===== src/rtl/alu_issue_stage.sv =====
// Operand fetch / issue stage feeding an 8-bit ALU, with 4x8 regfile and writeback.
// Define ALU_ISSUE_FORWARD_EN for RAW forwarding; otherwise hazards stall one cycle.
module alu_issue_stage #(
    parameter int                DATA_W    = 8,
    parameter logic [DATA_W-1:0] RESET_VAL = '0
) (
    input  logic              clk,
    input  logic              rst,
    input  logic              in_valid,
    output logic              in_ready,
    input  logic [7:0]        in_instr,
    input  logic              ld_valid,
    input  logic [1:0]        ld_addr,
    input  logic [DATA_W-1:0] ld_data,
    output logic [DATA_W-1:0] alu_operand1,
    output logic [DATA_W-1:0] alu_operand2,
    output logic [1:0]        alu_operation,
    input  logic [DATA_W-1:0] alu_result,
    output logic              wb_valid,
    output logic [1:0]        wb_addr,
    output logic [DATA_W-1:0] wb_data,
    input  logic [1:0]        dbg_addr,
    output logic [DATA_W-1:0] dbg_data
);

    localparam logic [1:0] OP_NOP = 2'd3;

    logic [DATA_W-1:0] rf [4];
    logic              ex_valid;
    logic [1:0]        ex_rd;
    logic [1:0]        ex_op;

    logic [1:0]        dec_op;
    logic [1:0]        dec_rd;
    logic [1:0]        dec_rs1;
    logic [1:0]        dec_rs2;
    logic              wb_en;
    logic              hz1;
    logic              hz2;
    logic              accept;
    logic [DATA_W-1:0] rd1;
    logic [DATA_W-1:0] rd2;

    assign dec_op  = in_instr[7:6];
    assign dec_rd  = in_instr[5:4];
    assign dec_rs1 = in_instr[3:2];
    assign dec_rs2 = in_instr[1:0];

    assign wb_en = ex_valid && (ex_op != OP_NOP);
    assign hz1   = wb_en && (dec_rs1 == ex_rd);
    assign hz2   = wb_en && (dec_rs2 == ex_rd);

`ifdef ALU_ISSUE_FORWARD_EN
    assign rd1      = hz1 ? alu_result : rf[dec_rs1];
    assign rd2      = hz2 ? alu_result : rf[dec_rs2];
    assign in_ready = !ld_valid;
`else
    assign rd1      = rf[dec_rs1];
    assign rd2      = rf[dec_rs2];
    assign in_ready = !ld_valid && !(in_valid && (hz1 || hz2));
`endif

    assign accept   = in_valid && in_ready;
    assign dbg_data = rf[dbg_addr];

    always_ff @(posedge clk) begin
        if (rst) begin
            for (int i = 0; i < 4; i++) rf[i] <= RESET_VAL;
            ex_valid      <= 1'b0;
            ex_rd         <= '0;
            ex_op         <= '0;
            alu_operand1  <= '0;
            alu_operand2  <= '0;
            alu_operation <= '0;
            wb_valid      <= 1'b0;
            wb_addr       <= '0;
            wb_data       <= '0;
        end else begin
            // Writeback is written last so it wins a same-address load.
            if (ld_valid) rf[ld_addr] <= ld_data;
            if (wb_en) rf[ex_rd] <= alu_result;
            ex_valid <= accept;
            if (accept) begin
                alu_operand1  <= rd1;
                alu_operand2  <= rd2;
                alu_operation <= dec_op;
                ex_op         <= dec_op;
                ex_rd         <= dec_rd;
            end
            wb_valid <= wb_en;
            if (wb_en) begin
                wb_addr <= ex_rd;
                wb_data <= alu_result;
            end
        end
    end

endmodule

===== config.mk =====
export PLATFORM = sky130hd
export DESIGN_NAME = alu_issue_stage
export DESIGN_NICKNAME = d
export VERILOG_FILES = /design/src/rtl/alu_issue_stage.sv
export SDC_FILE = /design/constraint.sdc
export NUM_CORES = 1
export LEC_CHECK = 0
export BUFFER_PORTS_ARGS = -buffer_cell sky130_fd_sc_hd__buf_2
export CORE_ASPECT_RATIO = 0.7
export CORE_MARGIN = 3
export CORE_UTILIZATION = 30
export CTS_BUF_LIST = sky130_fd_sc_hd__clkbuf_4 sky130_fd_sc_hd__clkbuf_8 sky130_fd_sc_hd__clkbuf_16
export DETAILED_ROUTE_END_ITERATION = 7
export SYNTH_ARGS = -nofsm -noshare
export SYNTH_HDL_FRONTEND = slang
export SYNTH_SLANG_ARGS = --single-unit

===== constraint.sdc =====
create_clock -name clk -period 2.1 [get_ports clk]
set_input_delay 0.42 -clock clk [delete_from_list [all_inputs] [get_ports clk]]
set_output_delay 0.42 -clock clk [all_outputs]
set_load 0.02 [all_outputs]

==> reports/qor.yml <==
timing.fmax_ghz: 0.511
crit_slowest_cell: "dfxtp_2"
h-tree-depth: 3
nNetsFinal: 429
yosys.area.top_type: "edfxtp_1"
min_period_over_period: 0.932
worstPathRequired_ps: 1680
setup_tns_ps: 0
post_cts_buffers: 0
synth_top_area_share: 0.270
slew_headroom: 0.716
first_global_vias: 2529
cap_violations: 0
drtIter0Drc: 146
crit_family: "compound AO/OA/AOI/OAI gates"
die_area_sq_um: 13200
p_int_uw: 2640
globalRouteOverflowTotal: 0
combPwrFrac: 0.131
rsz0062_at_grt: "no"
num-fill-cells: 1147
antenna_left: 0
syn_avg_cell_area_sq_um: 11.0
die_w_um: 136
cts_made_buffers: 9
hpwl_um: 6930
endpoint_kind: "output port"
grt_max_degree: 53
grt_pass1_wl_um: 14000
synth_cell_type_count: 30
grt_use_total: 0.139
min_period_ps: 1960
diodes: 0
drt-total-wl_um: 8790
drc: 0
arrival_ps: 1540
swShare: 0.239
syn_area_sq_um: 3560
finalHoldViolCount: 0
initial_core_util: 0.316
finalSetupViolCount: 0
via_per_inst: 4.69
ir_worst_vdd_mv: 0.562
final_cell_mix: "nand2_1, buf_2, nand2b_1"
cts_resized: 0
layout_commonest_cell: "nand2_1"
p_sw_uw: 827
syn-num-nets: 357
synthTopCellsByArea: "edfxtp_1, dfxtp_1, mux4_2"
areaGrowthSynthToFinish_pct: 23.3
drive_gt1_frac: 0.331
skew_ps: 6.66
synthCells: 325
cp-start-kind: "flop"
worst_hold_path_type: "in -> reg"
design.core.area_sq_um: 11300
ys_seq_area_frac: 0.449
clock-root-buffer: "clkbuf_16"
cts_tree: "yes"
clockPowerShare: 0.455
multiInputGateArea_sq_um: 1800
pin_count: 70
pwr-share-seq: 0.414
dpl.cell_count: 539
dr.pass1.iters: 5
crit_chain: "xnor2_1 -> a22oi_2 -> nor2_1 -> a21oi_1 -> buf_2"
regArea_sq_um: 1600
outcome: "finished clean"
criticalPathCategory: "reg -> out"
tightest_slew_ps: 426
dp_slack_ps: 227
critPathMaxStageDelay_ps: 350
vias: 2601
gp_congestion: 0.818
holdBufCountCts: 0
die_h_um: 97.2
placementRows: 32
fin_ws_ps: 142
io_buffers: 69
cts.sink_count: 64
yosysWarnings: 0
insertion_delay_ps: 330
cp_max_fo: 4
wire_per_inst_um: 15.8
powerDensity_nw_per_um2: 789
slew_viol_final: 0
power_uw: 3470
ys_seq_elements: 64
fin_cells: 555
clk_pin_slew_ps: 50
antenna_found_initial: 0
worst-path-buf-inv: 1
p_leak_uw: 0.00175
clockBufferDepth: 2
## per-stage QoR
stage | cell area (sq um) | utilization | hold slack, ps
after global routing | 4390 | 0.389 | 344
after CTS | 4390 | 0.389 | 333
after global placement | 4080 | 0.361 | 442
after floorplan | 3560 | - | 534
final | 4390 | 0.389 | 336
after detailed placement | 4080 | 0.361 | 449
## routing by layer
layer,up-vias,routed length (um),track usage
met5,-,0,0
met4,0,111,0.0380
met3,12,655,0.0590
met2,95,3550,0.183
met1,1195,4470,0.208
li1,1299,-,-
## area by class of cell
| type | instances | area share |
|---|---|---|
| clock buffers | 10 | 0.0530 |
| well taps | 153 | 0.0436 |
| multi-input cells | 236 | 0.409 |
| flip-flops and latches | 64 | 0.365 |
| repair buffers | 86 | 0.110 |
| clock inverters | 6 | 0.0191 |
## kinds of logic after synthesis
| group | Yosys count | synth area share |
|---|---|---|
| AOI/OAI and AO/OA | 48 | 0.0758 |
| buffers and inverters | 25 | 0.0463 |
| DFF | 64 | 0.449 |
| muxes | 44 | 0.212 |
| xor gates and xnor gates | 4 | 0.00983 |
| and+or+nand+nor | 140 | 0.206 |
## power by group through the flow
stage	logic, uW	registers [uW]	clock network (uW)
2_1_floorplan	286	1470	0
3_3_place_gp	453	1460	0
3_5_place_dp	460	1460	0
4_1_cts	461	1440	1610
5_1_grt	495	1440	1670
6_report	454	1440	1580
## worst register-to-register path, delay by kind of cell, from the launching register on
family,cells,cell delay [ps]
AOI/OAI and AO/OA,1,330
and+or+nand+nor,2,630
DFF,1,420
## final timing paths
check	slack, ps	end	cells after the start	startpoint
min	340	ex_rd[0]$_SDFFE_PP0P_	3	in_instr[4]
max	140	in_ready	5	ex_rd[1]$_SDFFE_PP0P_
max reg2reg	400	rf[1][1]$_DFFE_PP_	3	ex_op[1]$_SDFFE_PP0P_
min reg2reg	450	wb_addr[0]$_SDFFE_PP0N_	2	wb_addr[0]$_SDFFE_PP0N_
## Yosys cell counts
library cell and instances:
dfxtp_1 32, and4b_1 1, nor4_4 1, mux2i_1 20
o21ai_2 1, mux4_2 20, edfxtp_1 32, nand2b_4 1
nand2b_1 40, nand2_1 84, buf_6 7, a22oi_2 1
nor2b_1 2, buf_2 6, nor4b_4 2, o21ai_0 28
clkbuf_1 6, mux4_1 4, a21bo_4 1, buf_1 3
buf_4 3, nor3_2 1, a311o_1 1, or3_1 3
a21boi_1 1, a21oi_1 11, o21ai_1 4, nor2_1 3
xnor2_1 4, nor3b_2 2
## registers in the layout, indices dropped and copies added (netlist names)
| name | flops |
|---|---|
| ex_valid | 1 |
| alu_operand2 | 8 |
| rf | 32 |
| wb_valid | 1 |
| ex_op | 2 |
| alu_operand1 | 8 |
| ex_rd | 2 |
| wb_data | 8 |
| wb_addr | 2 |
No activity file was read; power rests on OpenSTA's default activity.
